File: src/rtl/vga_pkg.sv
// Shared constants and types for the VGA framebuffer arbiter.
// The geometry constants are the defaults for the top-level parameters.
// PIX_LATENCY is the number of clocks from the fetch cycle to the pixel
// output.
package vga_pkg;

  localparam int HSS         = 144;
  localparam int VSS         = 35;
  localparam int IMG_W       = 256;
  localparam int IMG_H       = 256;
  localparam int PIX_LATENCY = 2;

  // Arbiter FSM: IDLE can grant a CPU access; CPU_ACK is the single completion cycle
  typedef enum logic [0:0] {
    ST_IDLE    = 1'b0,
    ST_CPU_ACK = 1'b1
  } arb_state_e;

endpackage

File: src/rtl/vga_delay_line.sv
// Fixed-depth shift register for timing and control bits that must stay
// aligned with the pixel pipeline. All stages clear on reset.
module vga_delay_line #(
  parameter int WIDTH = 1,
  parameter int DEPTH = 2
) (
  input  logic             i_clk,
  input  logic             i_rst,
  input  logic [WIDTH-1:0] i_data,
  output logic [WIDTH-1:0] o_data
);

  logic [WIDTH-1:0] r_stage [DEPTH];

  // Shift the input through DEPTH registers, clearing every stage on reset
  always_ff @(posedge i_clk or posedge i_rst) begin
    if (i_rst) begin
      for (int i = 0; i < DEPTH; i++) begin
        r_stage[i] <= '0;
      end
    end else begin
      r_stage[0] <= i_data;
      for (int i = 1; i < DEPTH; i++) begin
        r_stage[i] <= r_stage[i-1];
      end
    end
  end

  assign o_data = r_stage[DEPTH-1];

endmodule

File: src/rtl/vga_fb_arbiter.sv
// Single-port framebuffer arbiter between the VGA scan-out and a CPU.
// The scan-out always wins the RAM port inside the image window.
// The CPU is granted only outside the window, and never in its own ack
// cycle. The window is an IMG_W x IMG_H image placed at raw counters
// HSS/VSS. Fetched pixels and the sync signals leave the block
// PIX_LATENCY clocks after the fetch cycle.
module vga_fb_arbiter #(
  parameter int IMG_W = vga_pkg::IMG_W,
  parameter int IMG_H = vga_pkg::IMG_H,
  parameter int HSS   = vga_pkg::HSS,
  parameter int VSS   = vga_pkg::VSS
) (
  input  logic        clk,
  input  logic        rst,
  input  logic [9:0]  posx,
  input  logic [8:0]  posy,
  input  logic        H_Sync_in,
  input  logic        V_Sync_in,
  input  logic        Blank_n_in,
  input  logic        cpu_req,
  input  logic        cpu_we,
  input  logic [15:0] cpu_addr,
  input  logic [7:0]  cpu_wdata,
  output logic        cpu_ack,
  output logic [7:0]  cpu_rdata,
  output logic [15:0] mem_addr,
  output logic        mem_we,
  output logic [7:0]  mem_wdata,
  input  logic [7:0]  mem_rdata,
  output logic [7:0]  pixel,
  output logic        H_Sync,
  output logic        V_Sync,
  output logic        Blank_n,
  output logic        frame_done
);

  import vga_pkg::arb_state_e;
  import vga_pkg::ST_IDLE;
  import vga_pkg::ST_CPU_ACK;
  import vga_pkg::PIX_LATENCY;

  localparam int XW = $clog2(IMG_W);

  arb_state_e  r_state;
  arb_state_e  w_stateNext;
  logic        w_grant;
  logic [9:0]  w_ix;
  logic [9:0]  w_iy;
  logic        w_inWin;
  logic        w_lastPix;
  logic [15:0] w_pixAddr;
  logic [2:0]  w_syncDly;
  logic [1:0]  w_winDly;
  logic [7:0]  r_pixel;
  logic        r_frameDone;

  // Image-relative coordinates. Counts left of or above the image wrap
  // to large values, so one unsigned compare per axis tests the window.
  assign w_ix = posx - 10'(HSS);
  assign w_iy = {1'b0, posy} - 10'(VSS);

  // Reset also blocks the window, so every RAM-port output reads zero
  // while reset is held.
  assign w_inWin   = Blank_n_in & (w_ix < 10'(IMG_W)) & (w_iy < 10'(IMG_H)) & ~rst;
  assign w_lastPix = w_inWin & (w_ix == 10'(IMG_W - 1)) & (w_iy == 10'(IMG_H - 1));
  assign w_pixAddr = 16'({w_iy, w_ix[XW-1:0]});

  // Arbiter state register; reset drops any in-flight CPU transaction
  always_ff @(posedge clk or posedge rst) begin
    if (rst) begin
      r_state <= ST_IDLE;
    end else begin
      r_state <= w_stateNext;
    end
  end

  // Next-state logic: grant only from IDLE and only when scan-out is outside the window
  always_comb begin
    w_stateNext = r_state;
    w_grant     = 1'b0;
    case (r_state)
      ST_IDLE: begin
        if (!w_inWin && cpu_req && !rst) begin
          w_grant     = 1'b1;
          w_stateNext = ST_CPU_ACK;
        end
      end
      ST_CPU_ACK: begin
        w_stateNext = ST_IDLE;
      end
      default: begin
        w_stateNext = ST_IDLE;
      end
    endcase
  end

  // RAM port mux: scan-out first, then a granted CPU access, otherwise a parked idle port
  always_comb begin
    mem_addr  = 16'h0000;
    mem_we    = 1'b0;
    mem_wdata = 8'h00;
    if (w_inWin) begin
      mem_addr = w_pixAddr;
    end else if (w_grant) begin
      mem_addr  = cpu_addr;
      mem_we    = cpu_we;
      mem_wdata = cpu_wdata;
    end
  end

  // The RAM returns read data one clock after the grant, which is the ack cycle.
  assign cpu_ack   = (r_state == ST_CPU_ACK);
  assign cpu_rdata = cpu_ack ? mem_rdata : 8'h00;

  // The sync and blank signals pass through the full pixel latency.
  vga_delay_line #(
    .WIDTH (3),
    .DEPTH (PIX_LATENCY)
  ) u_syncDelay (
    .i_clk  (clk),
    .i_rst  (rst),
    .i_data ({H_Sync_in, V_Sync_in, Blank_n_in}),
    .o_data (w_syncDly)
  );

  // The window and last-pixel flags are delayed to line up with mem_rdata.
  // The output register below supplies the final stage.
  vga_delay_line #(
    .WIDTH (2),
    .DEPTH (PIX_LATENCY - 1)
  ) u_winDelay (
    .i_clk  (clk),
    .i_rst  (rst),
    .i_data ({w_inWin, w_lastPix}),
    .o_data (w_winDly)
  );

  // Output stage: capture fetched pixel data only for window cycles, and raise the end-of-frame pulse
  always_ff @(posedge clk or posedge rst) begin
    if (rst) begin
      r_pixel     <= 8'h00;
      r_frameDone <= 1'b0;
    end else begin
      r_pixel     <= w_winDly[1] ? mem_rdata : 8'h00;
      r_frameDone <= w_winDly[0];
    end
  end

  assign pixel      = r_pixel;
  assign frame_done = r_frameDone;
  assign H_Sync     = w_syncDly[2];
  assign V_Sync     = w_syncDly[1];
  assign Blank_n    = w_syncDly[0];

endmodule

File: config.mk
export PLATFORM = sky130hd
export DESIGN_NAME = vga_fb_arbiter
export DESIGN_NICKNAME = d
export VERILOG_FILES = /design/src/rtl/vga_pkg.sv /design/src/rtl/vga_delay_line.sv /design/src/rtl/vga_fb_arbiter.sv
export SDC_FILE = /design/constraint.sdc
export NUM_CORES = 1
export LEC_CHECK = 0
export CAP_MARGIN = 0
export CORE_MARGIN = 1
export CORE_UTILIZATION = 32
export DETAILED_ROUTE_END_ITERATION = 10
export PLACE_DENSITY_LB_ADDON = 0.1
export SLEW_MARGIN = 20
export SYNTH_ARGS = -nofsm -noshare
export SYNTH_HDL_FRONTEND = slang
export SYNTH_SLANG_ARGS = --single-unit
File: constraint.sdc
create_clock -name clk -period 4.4 [get_ports clk]
set_clock_uncertainty 0.15 [all_clocks]
set_input_delay 1.32 -clock clk [delete_from_list [all_inputs] [get_ports clk]]
set_output_delay 1.32 -clock clk [all_outputs]
set_load 0.02 [all_outputs]
# Yosys cells after proc, flatten, opt, wreduce, memory -nomap -nowiden
# Index checks and enable logic that the tools add are counted.
# W data, S select, Z words.
dict set report classes {
  addsub 2
  n_eq_ne 2
  muxes 11
  order_cmp 2
  reduce_logical 4
  bitwise_logic 7
}
# operator n
set ops {}
lappend ops {{$mux W16} 2}
lappend ops {{$mux W8} 4}
lappend ops {{$eq A10 B8 Y1 const B} 2}
lappend ops {{$lt A10 B9 Y1 const B} 2}
lappend ops {{$sub A10 B8 Y10 const B} 1}
lappend ops {{$sub A9 B6 Y10 const B} 1}
lappend ops {{$and A1 B1 Y1} 5}
lappend ops {{$mux W1} 4}
lappend ops {{$logic_and A1 B1 Y1} 2}
lappend ops {{$logic_not A1 Y1} 2}
lappend ops {{$not A1 Y1} 2}
lappend ops {{$pmux W1 S2} 1}
dict set report totals {
  word_cells 34
  register_bits 18
  out_inout_bits 46
}

# Depth between registers and ports, before layout
# Gate-level depths: netlist (run 1).
dict set report logic_depth {
  word_depth 12
  depth_mapped 8
}

# Modules after synthesis
# From an unflattened synthesis (run 1), not the netlist that was laid out.
dict set report unflattened {
  cells_unflattened 135
  area_unflattened_um2 1256.2
}
# mod instances cells_per_inst area_each_um2 seq_area_each_um2
set modules_own_cells {}
lappend modules_own_cells {vga_fb_arbiter 1 122 1026.0 250.2}
lappend modules_own_cells {{vga_delay_line (u_syncDelay)} 1 10 176.4 150.1}
lappend modules_own_cells {{vga_delay_line (u_winDelay)} 1 3 53.8 50.0}

# Worst setup path before layout (run 1)
# OpenSTA, ideal clock, no wires.
dict set report synth_timing {
  kind {input-to-output}
  start {in posy[0]}
  end {out mem_addr[10]}
  cell_stages 7
  arrival_time_ns 3.103
  n_path_buf 1
  required_time_ns 2.930
  setup_slack_ns -0.173
  cell_sequence {ha_1 o41ai_1 o31a_2 o21ai_0 nand4_2 buf_2 mux2i_1}
}
dict set report synth_via {
  elab_chain_len 11
}
# item line_no
set synth_rtl {}
lappend synth_rtl {{start: declaration} vga_fb_arbiter.sv:16} ;# input logic [8:0] posy,
lappend synth_rtl {{$sub A9 B6 Y10 *} vga_fb_arbiter.sv:60} ;# assign w_iy = {1'b0, posy} - 10'(VSS);
lappend synth_rtl {{$lt A10 B9 Y1} vga_fb_arbiter.sv:64} ;# assign w_inWin = Blank_n_in & (w_ix < 10'(IMG_W)) & (w_iy < 10'(IMG_H)) & ~rst;
lappend synth_rtl {{$and A1 B1 Y1 (2 in a row)} vga_fb_arbiter.sv:64}
lappend synth_rtl {{$logic_not A1 Y1} vga_fb_arbiter.sv:83} ;# if (!w_inWin && cpu_req && !rst) begin
lappend synth_rtl {{$logic_and A1 B1 Y1 (2 in a row)} vga_fb_arbiter.sv:83}
lappend synth_rtl {{$mux W1} vga_fb_arbiter.sv:83}
lappend synth_rtl {{$mux W1} vga_fb_arbiter.sv:81} ;# case (r_state)
lappend synth_rtl {{$mux W16} vga_fb_arbiter.sv:104} ;# end else if (w_grant) begin
lappend synth_rtl {{$mux W16 *} vga_fb_arbiter.sv:102} ;# if (w_inWin) begin
lappend synth_rtl {{end: declaration} vga_fb_arbiter.sv:26} ;# output logic [15:0] mem_addr,
# Every way passes the cells marked *; elsewhere a longest branch is shown, timed or not.

# Final worst setup path (run 1)
dict set report layout_timing {
  start {in posx[5]}
  end {out mem_addr[15]}
}
dict set report layout_via {
  elab_chain_len 12
}
# item line_no
set layout_rtl {}
lappend layout_rtl {{start: declaration} vga_fb_arbiter.sv:15} ;# input logic [9:0] posx,
lappend layout_rtl {{$sub A10 B8 Y10 *} vga_fb_arbiter.sv:59} ;# assign w_ix = posx - 10'(HSS);
lappend layout_rtl {{$lt A10 B9 Y1 *} vga_fb_arbiter.sv:64}
lappend layout_rtl {{$and A1 B1 Y1 * (3 in a row)} vga_fb_arbiter.sv:64}
lappend layout_rtl {{$logic_not A1 Y1} vga_fb_arbiter.sv:83}
lappend layout_rtl {{$logic_and A1 B1 Y1 (2 in a row)} vga_fb_arbiter.sv:83}
lappend layout_rtl {{$mux W1} vga_fb_arbiter.sv:83}
lappend layout_rtl {{$mux W1} vga_fb_arbiter.sv:81}
lappend layout_rtl {{$mux W16} vga_fb_arbiter.sv:104}
lappend layout_rtl {{$mux W16 *} vga_fb_arbiter.sv:102}
# Marks and branches as above.

==> metrics.md, run 1 <==
| Metric | Value |
|---|---|
| Status | `finished, violations left` |
| Violated checks | `setup timing` |
| HP Class | `flop to flop` |
| Skew-Pair Late Insertion Delay | `between 0.2 and 0.3 ns` |
| Pwr per Cell Area | `183 nW/um^2` |
| CP Data Required Time | `2.93 ns` |
| Area contributors post-synth | `dfrtp_1 37%, mux2i_1 12%, and2_1 9.2%` |
| Hpwl dp | `3220 um` |
| Pre-CTS WS | `-0.863 ns` |
| Post-CTS Hold Buffers | `0` |
| Max incr delay on CP | `0.40 ns` |
| Residual DRC | `0` |
| GRT overflow | `0` |
| Switching part of the total | `27.9%` |
| Leak pwr | `1.33 nW` |
| Worst EP arrival | `2.96 ns` |
| Vias in the first global route | `between 1500 and 2000` |
| Root Driver | `clkbuf_8` |
| # IOs | `between 100 and 150` |
| Synth Instances | `130` |
| DIE AREA | `slightly above 4000 sq um` |
| Final setup viols | `1` |
| Max clock buf depth | `2` |
| Total GRT Usage | `between 20% and 30%` |
| Die width | `63.9 um` |
| CP endpoint kind | `output port` |
| Area delta synth->final | `128%` |
| Fin. Hold Viols | `0` |
| Logic pwr share | `between 40% and 50%` |
| Ys Warns | `0` |
| Setup CP Type | `input port to output port` |
| TritonCTS clock tree | `yes` |
| DR iter-0 viols | `40` |
| Max Slew Vio Count | `0` |
| RSZ-0062 raised after global routing | `true` |
| MaxCap Viol Count | `0` |
| Core box area | `3660 sq um` |
| Cell taking the most area after synthesis | `dfrtp_1` |
| Crit path launch | `posx[5]` |
| Synth top area share | `between 30 and 40%` |
| First-pass GRT wire length | `7090 um` |
| Diodes inserted | `0` |
| Crit share post-route | `101%` |
| Antenna violations before repair | `0` |
| TNS Setup | `-0.0313 ns` |
| Total CTS buffers | `3` |
| Number of port buffers | `about 100` |
| FF+latch count, synth | `18` |
| Antenna Nets Post-Route | `0` |
| Vias per cell | `around 4.7` |
| Largest net degree at the start of global routing | `27` |
| R2r startpoint | `cpu_ack` |
| Sink Count | `18` |
| Worst vdd ir | `0.105 mV` |
| Most Frequent Cell on Critical Path | `buf_6` |
| Sequential share of the synthesized area | `~37%` |
| Clock Power Share | `25.9%` |
| Avg Inst Size Synth | `9.43 sq um` |
| Startpoint types | `input port` |
| Clock transition at the registers of the reported paths | `0.06 ns` |
| Sw Pwr | `143 uW` |
| # nets final | `328` |
| H-tree depth | `1` |
| Critical-path maximum fanout | `5` |
| CP max stage cell | `or3_4` |
| Row count | `22` |
| 1st-pass router iterations | `4` |
| Layout cells sized above 1 | `40.0%` |
| Initial Util | `roughly 33%` |
| Final WS setup | `-0.0313 ns` |
| Wire per inst | `14.1 um` |
| GP Congestion | `0.758` |
| Die span in y | `63.9 um` |
| Routed wire length | `between 4000 and 5000 um` |
| Pint | `370 uW` |
| Syn_nets | `around 190` |
| Hold_sp | `u_syncDelay.r_stage[5]` |
| R2r setup slk | `about 3.1 ns` |
| Synth cell types | `32` |
| Minimum clock period | `4.43 ns` |
| Slew HR | `between 50% and 60%` |
| Routed via count | `1463` |
| Tightest Pin Transition | `0.625 ns` |
| Part of the power in registers | `33.7%` |
| Mapped cell area | `1230 sq um` |
| Crit path cell chain | `buf_6 > or3_4 > a21oi_4 > xnor2_2 > nand4_4 > buf_12 > mux2_4 > buf_6` |
| Max Clock Freq | `0.226 GHz` |
[placed cells by master, fill, tap and decap left out, types with 2 or more instances in the layout]
master	n
and2_1	18
and3_4	9
buf_12	3
buf_2	3
buf_4	39
buf_6	17
buf_8	2
clkbuf_2	2
clkbuf_8	4
clkdlybuf4s50_1	65
dfrtp_1	18
dlymetal6s2s_1	3
ha_1	2
inv_1	11
mux2i_1	7
mux2i_2	8
nand2_1	17
nor3_1	2
xnor2_1	6
xor2_1	4
[cell type report]
cell class              count  area, sq um
multi-input cells          97          890
flip-flops and latches     18          450
well taps                  48         60.1
fillers                   256          868
repair buffers            135         1300
clock buffers               4         55.1
inverters                  11         41.3
[power by group through the flow]
stage	combinational (mW)	sequential (mW)	clock, mW
CTS	0.206	0.173	0.135
finish	0.207	0.172	0.133
floorplan	0.0668	0.179	0
global route	0.221	0.173	0.140
global placement	0.185	0.175	0
detailed placement	0.189	0.176	0
[metal layers]
metal  vias up  track usage [%]  routed length, um
met3        12             5.54                286
met4         0             12.2                133
li1        707                -                  -
met2        68             42.8               2410
met1       676             23.2               1600
met5         -                0                  0
[path summary, 6_finish.rpt]
kind                            cells after the start               endpoint
worst min-delay path                                0  u_syncDelay.o_data[2]
worst max register to register                      3                cpu_ack
worst min register to register                      0  u_syncDelay.o_data[2]
max in group asynchronous                           3   u_winDelay.o_data[1]
worst max-delay path                                8           mem_addr[15]
min in group asynchronous                           3               pixel[6]
[flip-flops by register name, summed over array words and instances, names as in the netlist]
register             count
u_winDelay.o_data        2
u_syncDelay.o_data       3
frame_done               1
cpu_ack                  1
u_syncDelay.r_stage      3
pixel                    8
[metrics by stage]
step	power [mW]	hold WS [ns]	utilization [%]	instance area (sq um)	instances
finish	0.512	0.200	76.3	2790	313
floorplan	0.245	0.181	-	1260	130
global route	0.535	0.208	76.3	2790	313
detailed placement	0.364	0.187	69.6	2550	301
global placement	0.360	0.186	69.6	2550	301
CTS	0.513	0.202	77.0	2820	314
[cell usage after synthesis (all sizes together)]
cell type and instances:
and2 18, dfrtp 18, nand2 17, mux2i 15
inv 11, and3 9, xnor2 7, ha 4
xor2 4, buf 2, clkbuf 2, nand4 2
nor3 2, o21ai 2, a2111oi 1, a21o 1
a21oi 1, a31oi 1, and4bb 1, mux2 1
nand3 1, nor2 1, nor2b 1, nor3b 1
nor4 1, o21ba 1, o31a 1, o41ai 1
or2 1, or3 1, or4 1
[worst max-delay path, delay by kind of cell]
kind	cells	cell delay [ns]
simple gates	2	0.59
xor+xnor	1	0.15
compound gates	1	0.18
mux	1	0.30
buf+inv	3	0.42
[repair_timing]
item,in CTS,in global routing
endpoints found under the setup margin,25,25
gates cloned,2,0
buffers inserted,7,1
gates resized for setup,191,24
pin swaps,20,9
[cell families after synthesis]
logic type,synth area share [%]
AND/OR/NAND/NOR,26.3
flip-flops,36.7
multiplexers,13.2
buffers and inverters,4.80
XOR/XNOR,7.86
AO/OA/AOI/OAI,7.04
adder cells (fa/ha/maj),4.08
Note: power is estimated with default switching activity, not from simulation.
==> inputs of run 2 (changes only) <==
Settings changed: REMOVE_ABC_BUFFERS set to 1.
==> run 2 against run 1 <==
  * The run still ends with setup timing left
  * Wire length down 5.2%
  * Power down 0.92%
  * Worst hold slack better by 0.0015 ns
  * Die area unchanged
  * Sequential share of layout area up 0.10 points
  * Core utilization down 0.48 points
  * Cell count up 2.6%
  * Via count down 0.41%
  * Critical path depth up 2
  * First-iteration DRC count up 10%
  * Global-route usage down 1.2 points
  * Critical path type unchanged
  * Critical endpoint is now mem_addr[13]
==> metrics.md, run 2 (synthesized netlist as in run 1, its figures left out) <==
| Metric | Value |
|---|---|
| Final core occ | `75.8% (was 76.3%)` |
| Vias per cell | `4.54 (was 4.67)` |
| Area delta synth->final | `126% (was 128%)` |
| Initial Util | `33.5% (unchanged)` |
| Layout cells sized above 1 | `36.3% (was 40.0%)` |
| Final WS setup | `-0.0830 ns (was -0.0313 ns)` |
| # nets final | `336 (was 328)` |
| R2r startpoint | `cpu_ack (unchanged)` |
| Critical-path maximum fanout | `5 (unchanged)` |
| Crit share post-route | `102% (was 101%)` |
| Hpwl dp | `3040 um (was 3220 um)` |
| Wire per inst | `13.1 um (was 14.1 um)` |
| Post-Layout Cell Count | `321 (was 313)` |
| Status | `finished, violations left (unchanged)` |
| Sw Pwr | `139 uW (was 143 uW)` |
| 1st-pass router iterations | `4 (unchanged)` |
| Slew HR | `58.6% (was 58.3%)` |
| Diodes inserted | `0 (unchanged)` |
| H-tree depth | `1 (unchanged)` |
| GRT overflow | `0 (unchanged)` |
| Root Driver | `clkbuf_8 (unchanged)` |
| Tightest Pin Transition | `0.620 ns (was 0.625 ns)` |
| MaxCap Viol Count | `0 (unchanged)` |
| Largest net degree at the start of global routing | `27 (unchanged)` |
| Routed via count | `1457 (was 1463)` |
| Pint | `369 uW (was 370 uW)` |
| Logic pwr share | `40.2% (was 40.5%)` |
| DP Area | `2520 sq um (was 2550 sq um)` |
| GP Congestion | `0.760 (was 0.758)` |
| Minimum clock period | `4.48 ns (was 4.43 ns)` |
| # IOs | `104 (unchanged)` |
| Part of the power in registers | `34.0% (was 33.7%)` |
| Hold slack | `0.202 ns (was 0.200 ns)` |
| TNS Setup | `-0.156 ns (was -0.0313 ns)` |
| Clock transition at the registers of the reported paths | `0.06 ns (about the same)` |
| Switching part of the total | `27.3% (was 27.9%)` |
| Clock Power Share | `25.8% (was 25.9%)` |
| Largest register FFs | `8 (unchanged)` |
| Startpoint types | `input port (unchanged)` |
| RSZ-0062 raised after global routing | `true (unchanged)` |
| Max Clock Freq | `0.223 GHz (was 0.226 GHz)` |
| Total CTS buffers | `3 (unchanged)` |
| Worst EP arrival | `3.01 ns (was 2.96 ns)` |
| HP Class | `flop to flop (unchanged)` |
| Commonest non-fill, non-tap cell in the layout | `clkdlybuf4s50_1 (unchanged)` |
| Post-CTS Hold Buffers | `0 (unchanged)` |
| Die span in y | `63.9 um (unchanged)` |
| Hold_sp | `u_syncDelay.r_stage[3] (was u_syncDelay.r_stage[5])` |
| TritonCTS clock tree | `yes (unchanged)` |
| Max clock buf depth | `2 (unchanged)` |
| Max Slew Vio Count | `0 (unchanged)` |
| DR iter-0 viols | `44 (was 40)` |
| Setup CP Type | `input port to output port (unchanged)` |
| PnR Total Power | `508 uW (was 512 uW)` |
| Vias in the first global route | `1546 (was 1589)` |
| Fin. Hold Viols | `0 (unchanged)` |
| Pre-CTS WS | `-0.949 ns (was -0.863 ns)` |
| Residual DRC | `0 (unchanged)` |
| Sink Count | `18 (unchanged)` |
| Routed wire length | `4200 um (was 4420 um)` |
| Die width | `63.9 um (unchanged)` |
| First-pass GRT wire length | `6940 um (was 7090 um)` |
| Most frequent cells in the layout | `65 x clkdlybuf4s50_1, 35 x buf_4, 18 x and2_1, 18 x dfrtp_1, 18 x buf_6 (was 65 x clkdlybuf4s50_1, 39 x buf_4, 18 x and2_1, 18 x dfrtp_1)` |
| Pwr per Cell Area | `183 nW/um^2 (about the same)` |
| Skew-Pair Late Insertion Delay | `0.25 ns (about the same)` |
| Antenna violations before repair | `0 (unchanged)` |
| Core box area | `3660 sq um (unchanged)` |
| CP endpoint kind | `output port (unchanged)` |
| Final setup viols | `2 (was 1)` |
| Row count | `22 (unchanged)` |
| Violated checks | `setup timing (unchanged)` |
| Total GRT Usage | `21.7% (was 22.9%)` |
| Inst Count DP | `303 (was 301)` |
| Antenna Nets Post-Route | `0 (unchanged)` |
| Number of port buffers | `103 (unchanged)` |
| Crit path launch | `posx[4] (was posx[5])` |
| Leak pwr | `1.41 nW (was 1.33 nW)` |
| DIE AREA | `4080 sq um (unchanged)` |
| Finished Cell Area | `2780 sq um (was 2790 sq um)` |
| CP Data Required Time | `2.93 ns (about the same)` |
| Worst vdd ir | `0.0958 mV (was 0.105 mV)` |
run 2: cell types whose count changed in the layout (fill, tap and decap cells not counted), sizes merged:
cell,change
buf,+9
clkbuf,-2
clkdlybuf4s15,+1
dlygate4sd2,+3
dlymetal6s2s,-3
run 2: metal layers:
layer / vias up / wire [um] / global-route usage, %
met2: 67 / 2210 / 41.4
li1: 724 / - / -
met3: 7 / 314 / 4.29
met5: - / 0 / 0
met1: 659 / 1620 / 23.8
met4: 0 / 59 / 6.53
run 2: critical path, cell delays in order:
cell and delay (ns):
buf_6 0.10, or3_4 0.40, a21oi_4 0.16, xnor2_2 0.16
nand4_4 0.17, buf_12 0.17, buf_16 0.12, buf_6 0.10
mux2i_1 0.14, buf_4 0.17
run 2: path summary, 6_finish.rpt:
| check | endpoint | slack (ns) | cells past startpoint |
|---|---|---|---|
| setup / recovery | mem_addr[13] | -0.08 | 10 |
| hold / removal | u_syncDelay.o_data[0] | 0.20 | 0 |
| setup reg to reg | cpu_ack | 3.09 | 3 |
| hold reg to reg | u_syncDelay.o_data[0] | 0.20 | 0 |
| max in group asynchronous | pixel[0] | 2.30 | 2 |
| min in group asynchronous | u_winDelay.o_data[0] | 1.40 | 2 |
run 2: area by class of cell:
| class | count | area (sq um) |
|---|---|---|
| clock buffers | 4 | 55.1 |
| fillers | 253 | 886 |
| inverters | 11 | 41.3 |
| multi-input cells | 97 | 816 |
| flip-flops and latches | 18 | 450 |
| well taps | 48 | 60.1 |
| repair buffers | 143 | 1350 |
run 2: power groups by stage:
stage / clock [mW] / sequential, mW / combinational [mW]
floorplan: 0 / 0.179 / 0.0621
global placement: 0 / 0.175 / 0.183
detailed placement: 0 / 0.176 / 0.186
CTS: 0.134 / 0.173 / 0.197
global route: 0.141 / 0.173 / 0.218
finish: 0.131 / 0.172 / 0.204
run 2: what timing repair did:
item                       in CTS  in global routing
buffers inserted                9                  4
pin swaps                       7                  7
gates resized for setup       157                 36
setup endpoints to repair      25                 23
cloned                          2                  0
==> inputs of run 3 (changes only) <==
Settings changed: REMOVE_ABC_BUFFERS 1 to unset.
==> results of run 3 <==
No change in the layout: final DEF, timing and power equal those of run 1.
